**src/rtl/rst_seq_pkg.sv**
```systemverilog
// Shared types and width helpers for the reset sequencer.
// State encoding and counter sizing live here.
package rst_seq_pkg;

  typedef enum logic [1:0] {
    HOLD    = 2'd0,
    QUIET   = 2'd1,
    RELEASE = 2'd2,
    RUN     = 2'd3
  } state_e;

  localparam int LOSS_W = 8;

  function automatic int cnt_w(input int max_v);
    return $clog2(max_v) + 1;
  endfunction

endpackage

```
**src/rtl/rst_sync.sv**
```systemverilog
// Multi-flop synchronizer with a selectable reset value.
// Reset loads every stage with RST_VAL.
module rst_sync #(
  parameter int   STAGES  = 2,
  parameter logic RST_VAL = 1'b0
) (
  input  logic clk_i,
  input  logic rst_i,
  input  logic d_i,
  output logic q_o
);

  logic [STAGES-1:0] ff_q;
  logic [STAGES-1:0] ff_d;

  assign ff_d = {ff_q[STAGES-2:0], d_i};
  assign q_o  = ff_q[STAGES-1];

  // shift the async input through the chain
  always_ff @(posedge clk_i) begin
    if (rst_i) ff_q <= {STAGES{RST_VAL}};
    else       ff_q <= ff_d;
  end

endmodule

```
**src/rtl/reset_sequencer.sv**
```systemverilog
// Debounced, staggered reset release for NUM_CH domains.
// Any request slams every domain back into reset at once.
module reset_sequencer
  import rst_seq_pkg::*;
#(
  parameter int NUM_CH       = 4,
  parameter int DEBOUNCE_CYC = 1000,
  parameter int STEP_CYC     = 16,
  parameter int SYNC_STAGES  = 2
) (
  input  logic              SYS_CLK,
  input  logic              SYS_RST,
  input  logic              CLK_LOCKED,
  input  logic              BOARD_RST_SW,
  input  logic              SL_RST_N,
  output logic [NUM_CH-1:0] RST_N,
  output logic              RST_DONE,
  output logic [7:0]        LOSS_CNT
);

  localparam int QW = cnt_w(DEBOUNCE_CYC);
  localparam int SW = cnt_w(STEP_CYC);
  localparam logic [QW-1:0] DEB_C = QW'(DEBOUNCE_CYC);
  localparam logic [SW-1:0] STP_C = SW'(STEP_CYC);

  logic locked_s, sw_s, slrst_s, req;

  rst_sync #(.STAGES(SYNC_STAGES), .RST_VAL(1'b0)) u_lock (
    .clk_i(SYS_CLK), .rst_i(SYS_RST),
    .d_i(CLK_LOCKED), .q_o(locked_s)
  );

  rst_sync #(.STAGES(SYNC_STAGES), .RST_VAL(1'b1)) u_sw (
    .clk_i(SYS_CLK), .rst_i(SYS_RST),
    .d_i(BOARD_RST_SW), .q_o(sw_s)
  );

  rst_sync #(.STAGES(SYNC_STAGES), .RST_VAL(1'b0)) u_sl (
    .clk_i(SYS_CLK), .rst_i(SYS_RST),
    .d_i(SL_RST_N), .q_o(slrst_s)
  );

  assign req = ~locked_s | sw_s | ~slrst_s;

  state_e              state_q, state_d;
  logic [QW-1:0]       qcnt_q, qcnt_d, qinc;
  logic [SW-1:0]       scnt_q, scnt_d, sinc;
  logic [NUM_CH-1:0]   rst_n_q, rst_n_d, rst_nxt;
  logic                done_q, done_d;
  logic [LOSS_W-1:0]   loss_q, loss_d;

  assign qinc    = qcnt_q + QW'(1);
  assign sinc    = scnt_q + SW'(1);
  assign rst_nxt = (rst_n_q << 1) | NUM_CH'(1);

  // state, counters and registered outputs
  always_ff @(posedge SYS_CLK) begin
    if (SYS_RST) begin
      state_q <= HOLD;
      qcnt_q  <= '0;
      scnt_q  <= '0;
      rst_n_q <= '0;
      done_q  <= 1'b0;
      loss_q  <= '0;
    end else begin
      state_q <= state_d;
      qcnt_q  <= qcnt_d;
      scnt_q  <= scnt_d;
      rst_n_q <= rst_n_d;
      done_q  <= done_d;
      loss_q  <= loss_d;
    end
  end

  // next-state, release staggering and loss counting
  always_comb begin
    state_d = state_q;
    qcnt_d  = qcnt_q;
    scnt_d  = scnt_q;
    rst_n_d = rst_n_q;
    loss_d  = loss_q;
    unique case (state_q)
      HOLD: begin
        rst_n_d = '0;
        qcnt_d  = '0;
        scnt_d  = '0;
        if (!req) state_d = QUIET;
      end
      QUIET: begin
        if (req) begin
          state_d = HOLD;
          qcnt_d  = '0;
        end else if (qinc == DEB_C) begin
          state_d = RELEASE;
          qcnt_d  = '0;
          scnt_d  = '0;
          rst_n_d = NUM_CH'(1);
        end else begin
          qcnt_d = qinc;
        end
      end
      RELEASE: begin
        if (req) begin
          state_d = HOLD;
          rst_n_d = '0;
          scnt_d  = '0;
        end else if (&rst_n_q) begin
          // single-channel build: bit 0 was the last one
          state_d = RUN;
        end else if (sinc == STP_C) begin
          rst_n_d = rst_nxt;
          scnt_d  = '0;
          if (&rst_nxt) state_d = RUN;
        end else begin
          scnt_d = sinc;
        end
      end
      RUN: begin
        if (req) begin
          state_d = HOLD;
          rst_n_d = '0;
          if (loss_q != '1) loss_d = loss_q + LOSS_W'(1);
        end
      end
      default: state_d = HOLD;
    endcase
    done_d = (state_d == RUN);
  end

  assign RST_N    = rst_n_q;
  assign RST_DONE = done_q;
  assign LOSS_CNT = loss_q;

endmodule

```
**config.mk**
```make
export PLATFORM = sky130hd
export DESIGN_NAME = reset_sequencer
export DESIGN_NICKNAME = d
export VERILOG_FILES = /design/src/rtl/rst_seq_pkg.sv /design/src/rtl/rst_sync.sv /design/src/rtl/reset_sequencer.sv
export SDC_FILE = /design/constraint.sdc
export NUM_CORES = 1
export LEC_CHECK = 0
export ABC_AREA = 0
export CORE_AREA = 2 2 79 81
export CTS_CLUSTER_SIZE = 12
export DETAILED_ROUTE_END_ITERATION = 7
export DIE_AREA = 0 0 81 83
export PLACE_DENSITY = 0.6
export SLEW_MARGIN = 20
export SYNTH_ARGS = -nofsm -noshare
export SYNTH_HDL_FRONTEND = slang
export SYNTH_SLANG_ARGS = --single-unit
export TNS_END_PERCENT = 5
```
**constraint.sdc**
```tcl
create_clock -name SYS_CLK -period 3.1 [get_ports SYS_CLK]
set_clock_uncertainty 0.2 [all_clocks]
set_input_delay 0.62 -clock SYS_CLK [delete_from_list [all_inputs] [get_ports SYS_CLK]]
set_output_delay 0.62 -clock SYS_CLK [all_outputs]
set_load 0.01 [all_outputs]
```
**After elaboration in Yosys (flattened, before gate mapping)**

Index checks and enable logic that the tools add are counted.

- Flip-flop bits (word level): 37

- Mux-type cells: 25
- Bitwise gates (word level): 4
- Reduce and logical (&&, ||, !) cells: 8
- Add/subtract/negate cells: 3
- Equality and inequality tests: 12

Operators with widths:

| cell | count |
|---|---|
| 5-bit 2-to-1 mux | 5 |
| 4-bit 2-to-1 mux | 6 |
| 11-bit 2-to-1 mux | 2 |
| 11-bit case mux with 2 select lines | 1 |
| 2-bit 2-to-1 mux | 8 |
| 4-bit case mux with 4 select lines | 1 |
| 5-bit case mux with 3 select lines | 1 |
| 11-bit by 1-bit adder with 11-bit output (second input constant) | 1 |
| 11-bit by 10-bit equality test with 1-bit output (second input constant) | 1 |
| 8-bit by 1-bit adder with 8-bit output (second input constant) | 1 |
| 8-bit inequality test (second input constant) | 1 |
| 2-bit case mux with 4 select lines | 1 |
| 4-bit AND reduction | 2 |
| 2-bit equality test (second input constant) | 3 |
| 2-bit inequality test (second input constant) | 3 |
| 3-bit inequality test (second input constant) | 2 |
| 3-bit AND reduction | 2 |
| 5-bit by 1-bit adder with 5-bit output (second input constant) | 1 |
| 5-bit equality test (second input constant) | 1 |
| 5-bit AND reduction | 1 |
| 3-bit nonzero test | 1 |
| 2-bit by 1-bit equality test with 1-bit output (second input constant) | 1 |
| 2-bit logical NOT | 1 |
| 1-bit NOT | 2 |
| 2 further kinds | 3 |

**Depth between registers and ports, before layout**

- Depth in word-level cells: 7
- Gate-level depth with buffers: 9

**By module**

Synthesis repeated with hierarchy kept, for this count alone.

- Cell total of the unflattened synthesis: 231
- Area, all modules: 2,004.4 um^2

Modules (own cells, without submodules):

| module | times used | area an instance (um^2) | cells an instance | sequential area each (um^2) |
|---|---|---|---|---|
| reset_sequencer | 1 | 1,846.8 | 219 | 620.6 |
| rst_sync | 3 | 52.6 | 4 | 40.0 |

**Least setup slack after synthesis**

OpenSTA, ideal clock, no wires.

- Path type: reg-to-reg
- Start point: register qcnt_q[0]
- End point: register rst_n_q[3], in the netlist RST_N[3]
- Data required time: 2,779 ps
- Clock period less this slack: 2,560 ps
- Data arrival time: 2,239 ps
- Stages on the path, launching flop included: 8
- Setup slack: 540 ps
- Cells stage by stage: dfxtp_1 > ha_1 > nand3_1 > or3_1 > a221oi_4 > a21boi_2 > nor3_2 > mux2_4

- Longest elaborated chain between the ends: 4

RTL lines:

| item | RTL line | source |
|---|---|---|
| start, declared | reset_sequencer.sv:46 | `logic [QW-1:0] qcnt_q, qcnt_d, qinc;` |
| start signal, assigned | reset_sequencer.sv:67 | `qcnt_q <= qcnt_d;` |
| 11-bit by 1-bit adder with 11-bit output | reset_sequencer.sv:52 | `assign qinc = qcnt_q + QW'(1);` |
| 11-bit by 10-bit equality test with 1-bit output | reset_sequencer.sv:93 | `end else if (qinc == DEB_C) begin` |
| 2-bit inequality test (no source line) | -- |  |
| 5-bit AND reduction (no source line) | -- |  |
| end signal, assigned | reset_sequencer.sv:69 | `rst_n_q <= rst_n_d;` |
| end, declared | reset_sequencer.sv:48 | `logic [NUM_CH-1:0] rst_n_q, rst_n_d, rst_nxt;` |

No other way between the ends.
A chain may end at the register's enable or synchronous reset.

**Final worst setup path**

- Start point: register qcnt_q[0]
- End point: register scnt_q[3]

- Longest elaborated chain between the ends: 4

RTL lines:

| item | RTL line | source |
|---|---|---|
| 11-bit by 1-bit adder with 11-bit output | reset_sequencer.sv:52 |  |
| 11-bit by 10-bit equality test with 1-bit output | reset_sequencer.sv:93 |  |
| 2-bit inequality test (no source line) | -- |  |
| 4-bit AND reduction (no source line) | -- |  |
| end signal, assigned | reset_sequencer.sv:68 | `scnt_q <= scnt_d;` |
| end, declared | reset_sequencer.sv:47 | `logic [SW-1:0] scnt_q, scnt_d, sinc;` |

No other way between the ends.

==> impl_metrics.yaml <==
status:
  run_status: "completed"
timing:
  fin_crit_ns: 2.72
  grt_setup_unrepaired: "false"
  fin_setup_tns_ns: 0
  hold_violations: 0
  setup_viol: 0
  holdWs_ns: 0.220
  worstMarginPinSlew_ns: 0.910
  slew-limit-headroom_pct: 38.8
  fmax_ghz: 0.368
  slew_violations: 0
  fin_crit_sh_pct: 87.7
worst_hold_path:
  whs_path_depth: 1
  min_path_type: "flop to flop"
route:
  ant_nets: 0
  finalWirelength_mm: 4.33
  post-route-drc-count: 0
  vias_per_cell: 5.38
  first_pass_iters: 4
  wl_per_cell_microns: 13.3
  vias: 1754
  first_iter_violations: 129
clock_network:
  ctsLongestPathBuffers: 2
  clk_transition_reported_paths_ns: 0.09
  clk_latency_ns: 0.30
  postCtsHoldBufs: 0
  post_cts.repair.setup_buffers: 0
  cts_tree: "done"
  cts-htree-levels: 2
  root_buffer: "clkbuf_8"
  cts_buffers: 5
  cts_resized: 0
  clock-sinks: 37
global_route:
  antenna_found_initial: 0
  grt_pass1_vias: 1635
  overflow: 0
  grt_usage_pct: 13.9
  grt_pass1_wl_mm: 7.52
  grt_max_degree: 15
synth:
  syn_nets: 248
  syn_area_per_cell_sq_um: 8.45
  ys.flop_type: "dfxtp_1"
  synth-seq-area-share_pct: 37.1
  synth_cells: 236
  synth-async-reset-ratio_pct: 0
  syn_area_sq_um: 1990
  yosys_warnings: 0
  ys_ff_latch: 37
  synth.distinct_cells: 50
  synth-edff-count: 0
pwr:
  power.leakage_uw: 0.000848
  p_per_area_nw_per_um2: 398
  irDropWorstVdd_mv: 0.237
die:
  die_w_microns: 81
  io_pins: 18
  num_rows: 28
  die_area_sq_um: 6720
  start_util_pct: 34.3
  fp.dieH_microns: 83
  core_sq_um: 5820
finish:
  drive_gt1_share_pct: 8.37
  utilization_pct: 40.3
  fin_nets: 262
  diodes: 0
  syn_to_final_growth_pct: 17.6
place:
  gp_congestion: 0.764
  port_buffers: 17
  hpwl_mm: 3.04
critical_path:
  critPathRequiredTime_ns: 3.10
  rr_worst_depth: 7
  endpoint_kind: "flop"
  crit_fanout: 7
  critPathArrivalTime_ns: 2.72
  criticalPathCategory: "flop to flop"
  cp-start-kind: "flop"
job:
  cap_viol_max_count: 0
==> through the flow <==
step           cell area, sq um  cells  worst slack, ns  total power, uW
2_1_floorplan              1990    236            0.540              501
3_3_place_gp               2230    318            0.413              509
4_1_cts                    2350    326            0.387              945
5_1_grt                    2350    326            0.149              969
6_report                   2350    326            0.381              933
3_5_place_dp               2230    318            0.403              509
==> report_power, final <==
group	switching, uW	internal (uW)	total [uW]
Combinational	9.90	8.08	18.0
Clock	195	241	436
Sequential	1.04	478	479
==> critical path, stage by stage, from the launching register on <==
cell,delay (ns)
dfxtp_1,0.43
ha_1,0.25
nand3_1,0.14
or3_1,0.39
a221oi_4,0.38
a21boi_2,0.18
or3_1,0.40
o41ai_1,0.24
==> per-layer routing <==
| metal | GRT usage, % | wire length, microns |
|---|---|---|
| met1 | 18.0 | 2080 |
| met2 | 22.2 | 2050 |
| met3 | 3.04 | 124 |
| met4 | 5.39 | 65 |
| met5 | 0 | 0 |
==> sequential cells by signal, summed over array words and instances (netlist names) <==
register,count
LOSS_CNT,8
RST_DONE,1
RST_N,4
qcnt_q,11
scnt_q,5
state_q,2
u_lock.ff_q,2
u_sl.ff_q,2
u_sw.ff_q,2
==> logic make-up after synthesis <==
logic type,Yosys count,synth area share [%]
buffers and inverters,19,3.64
and+or+nand+nor,98,25.7
xor gates and xnor gates,6,2.63
AOI/OAI and AO/OA,60,21.7
DFF,37,37.1
adders and majority gates,7,4.39
muxes,9,4.77
==> cells in the mapped netlist (4+ instances only) <==
library cell | instances | area share, %
dfxtp_1 | 37 | 37
nand2_1 | 28 | 5.3
nor2_1 | 18 | 3.4
a21oi_1 | 14 | 3.5
clkbuf_1 | 12 | 2.3
o21ai_0 | 12 | 3.0
nand4_1 | 9 | 2.8
mux2i_1 | 8 | 4.0
nand3_1 | 8 | 2.0
ha_1 | 7 | 4.4
inv_1 | 6 | 1.1
nor2b_1 | 6 | 1.9
or3_1 | 6 | 1.9
xor2_1 | 5 | 2.2
nor3_1 | 4 | 1.0
==> cell type report <==
| type | count | area, sq um |
|---|---|---|
| clock inverters | 3 | 46.3 |
| repair buffers | 20 | 193 |
| flip-flops and latches | 37 | 741 |
| multi-input cells | 180 | 1180 |
| fillers | 609 | 3470 |
| clock buffers | 5 | 68.8 |
| well taps | 75 | 93.8 |
| inverters | 6 | 22.5 |
==> worst paths after layout <==
kind           startpoint            to  slack [ns]
min          u_sw.ff_q[0]  u_sw.ff_q[1]        0.22
min reg2reg  u_sw.ff_q[0]  u_sw.ff_q[1]        0.22
max             qcnt_q[0]     scnt_q[3]        0.38
max reg2reg     qcnt_q[0]     scnt_q[3]        0.38
==> cell usage in the layout, fill, tap and decap left out, drive strengths merged, types with 2 or more instances in the layout <==
cell type      count
a21boi             4
a21o               3
a21oi             14
a22o               2
a31oi              2
a32o               2
a32oi              2
and2               3
and3               3
and4               2
buf                3
clkbuf             5
clkdlybuf4s50     17
dfxtp             37
ha                 7
inv                6
mux2i              8
nand2             28
nand3              9
nand4              9
nor2              18
nor2b              6
nor3               5
o211ai             3
o21ai             12
o311ai             3
o41ai              3
or2                3
or3                6
xor2               5
Power figures use the tool's default switching activity.
==> RTL change: new RTL, same settings <==
The 4 states of `state_e` get a one-hot encoding in 4 bits.
--- a/src/rtl/rst_seq_pkg.sv
+++ b/src/rtl/rst_seq_pkg.sv
@@ -2,11 +2,11 @@
 // State encoding and counter sizing live here.
 package rst_seq_pkg;
 
-  typedef enum logic [1:0] {
-    HOLD    = 2'd0,
-    QUIET   = 2'd1,
-    RELEASE = 2'd2,
-    RUN     = 2'd3
+  typedef enum logic [3:0] {
+    HOLD    = 4'b0001,
+    QUIET   = 4'b0010,
+    RELEASE = 4'b0100,
+    RUN     = 4'b1000
   } state_e;
 
   localparam int LOSS_W = 8;
Behaviour: no difference found for any inputs over 10 cycles, from zero or initial values and one cycle with SYS_RST high; not proved beyond that.
==> RTL change against the unedited design <==
  * Count of clock-buffer cells in the layout is 1 higher
  * Final area up 5.1%
  * Setup slack worse by 36 ps
  * Area after synthesis increased by 5.0%
  * Sequential cell count grew 2
  * Wire length up 5.5%
  * Sequential power rose by 5.4%
  * Utilization increased by 2.0 points
  * Combinational power shrank 12%
  * Critical path depth is the same
  * Synthesized cell count increased by 8.1%
  * Power increased by 2.9%
  * Largest power group unchanged
==> RTL change: results (changes against the unedited design) <==
* Status: finished clean
* Crit-path max FO at 8 (+1)
* Pint at 0.773 mW (+6.3%)
* Flop2flop setup slack at 350 ps (-40 ps)
* Pre-CTS setup slack at 408 ps (+5.37 ps)
* Antenna Cells at 0 (unchanged)
* Worst min path class: flop to flop
* Most used DFF post-synth: dfxtp_1
* Worst Tran Pin Value at 629 ps (-281 ps)
* Port bufs at 17 (unchanged)
* Non-filler cells, final at 348 (+6.7%)
* Dpl cells at 340 (+6.9%)
* GRT Overall Usage at 14.4% (+0.54 points)
* Ranking of synthesized cells by area: dfxtp_1 37%, nand2_1 5.4%, nor2_1 3.6%
* HPWL after DPL at 3170 um (+4.0%)
* Global-route wire length before repair at 7920 um (+5.3%)
* Routed wire length at 4560 um (+5.5%)
* CP Capture Point: scnt_q[4]$_SDFFE_PP0P_
* Max FFs per register at 11 (unchanged)
* Most frequent cells after synthesis: 39 x dfxtp_1, 30 x nand2_1, 20 x nor2_1
* Setup bufs post-CTS at 0 (unchanged)
* CTS HTree Levels at 2 (unchanged)
* CTS max path bufs at 2 (unchanged)
* Fmax at 0.363 GHz (-1.3%)
* Sequential share of the synthesized area at 37.3% (+0.14 points)
* VDD IR-drop max at 175 uV (-26%)
* CP startpoint: qcnt_q[1]$_SDFFE_PP0P_
* Via density at 5.45 (+1.2%)
* Dpl cell area at 0.00235 sq mm (+5.2%)
* Top Family by Delay on Critical Path: simple AND/OR/NAND/NOR gates
* Vias in the first global route at 1695 (+3.7%)
* Reg2reg end: scnt_q[4]$_SDFFE_PP0P_
* Nets at 280 (+6.9%)
* Largest net degree at the start of global routing at 29 (+14)
* Initial drt markers at 102 (-21%)
* Arrival time worst endpoint at 2740 ps (+20 ps)
* Post_cts resized at 0 (unchanged)
* Mean Syn Cell Area at 8.21 sq um (-2.8%)
* Ratio of cells with drive above 1 in the final layout at 7.69% (-0.67 points)
* Distinct cell type count of the synthesized netlist at 50 (unchanged)
* Slowest CP cell: dfxtp_1
* Most flops, register: qcnt_q
* Routability cong. at 0.849 (+11%)
* Syn_nets at 263 (+6.0%)
* Lkg Pwr at 0.865 nW (+1.9%)
-- RTL change: cell types whose count changed in the layout (fill, tap and decap cells not counted), sizes merged, moves of 5 or more --
cell / before / now
nand2b: 0 / 7
nor2b: 6 / 12
mux2i: 8 / 3
nor4: 0 / 5
xnor2: 1 / 6
-- RTL change: cell families after synthesis --
family,Yosys count,synth area share (%)
AO/OA/AOI/OAI,58,19.5
AND/OR/NAND/NOR,123,31.2
flip-flops,39,37.3
adder cells (fa/ha/maj),3,1.79
multiplexers,5,2.51
buffers and inverters,15,2.69
XOR/XNOR,12,5.02
-- RTL change: layout make-up --
class | count | area (sq um)
Clock buffer | 6 | 82.6
Clock inverter | 2 | 35.0
Fill cell | 631 | 3350
Inverter | 4 | 15.0
Multi-Input combinational cell | 201 | 1260
Sequential cell | 39 | 781
Tap cell | 75 | 93.8
Timing Repair Buffer | 21 | 200
-- RTL change: metal layers --
metal | GRT usage [%] | vias up | share of wire [%]
li1 | - | 970 | -
met1 | 20.2 | 879 | 49
met2 | 22.2 | 40 | 46
met3 | 3.15 | 6 | 3.8
met4 | 4.16 | 0 | 1.3
met5 | 0 | - | 0
-- RTL change: metrics by stage --
step                power [mW]  hold WS, ps
finish                   0.961          212
floorplan                0.525          189
global route             0.998          222
detailed placement       0.533          195
CTS                      0.976          215
global placement         0.533          193
-- RTL change: worst min-delay path by stage --
| stage | slack [ps] | startpoint | cells past startpoint | to |
|---|---|---|---|---|
| 2_1_floorplan | 190 | u_sw.ff_q[0]$_SDFF_PP1_ | 1 | u_sw.ff_q[1]$_SDFF_PP1_ |
| 3_3_place_gp | 190 | u_sw.ff_q[0]$_SDFF_PP1_ | 1 | u_sw.ff_q[1]$_SDFF_PP1_ |
| 3_5_place_dp | 200 | u_sw.ff_q[0]$_SDFF_PP1_ | 1 | u_sw.ff_q[1]$_SDFF_PP1_ |
| 4_1_cts | 210 | u_sw.ff_q[0]$_SDFF_PP1_ | 1 | u_sw.ff_q[1]$_SDFF_PP1_ |
| 5_1_grt | 220 | u_sw.ff_q[0]$_SDFF_PP1_ | 1 | u_sw.ff_q[1]$_SDFF_PP1_ |
| 6_report | 210 | u_sw.ff_q[0]$_SDFF_PP1_ | 1 | u_sw.ff_q[1]$_SDFF_PP1_ |
-- RTL change: power by group through the flow --
stage               Combinational (mW)  Sequential (mW)  Clock [mW]
CTS                             0.0161            0.505       0.455
detailed placement              0.0161            0.517           0
global route                    0.0175            0.506       0.475
global placement                0.0158            0.517           0
finish                          0.0158            0.505       0.440
floorplan                      0.00838            0.517           0
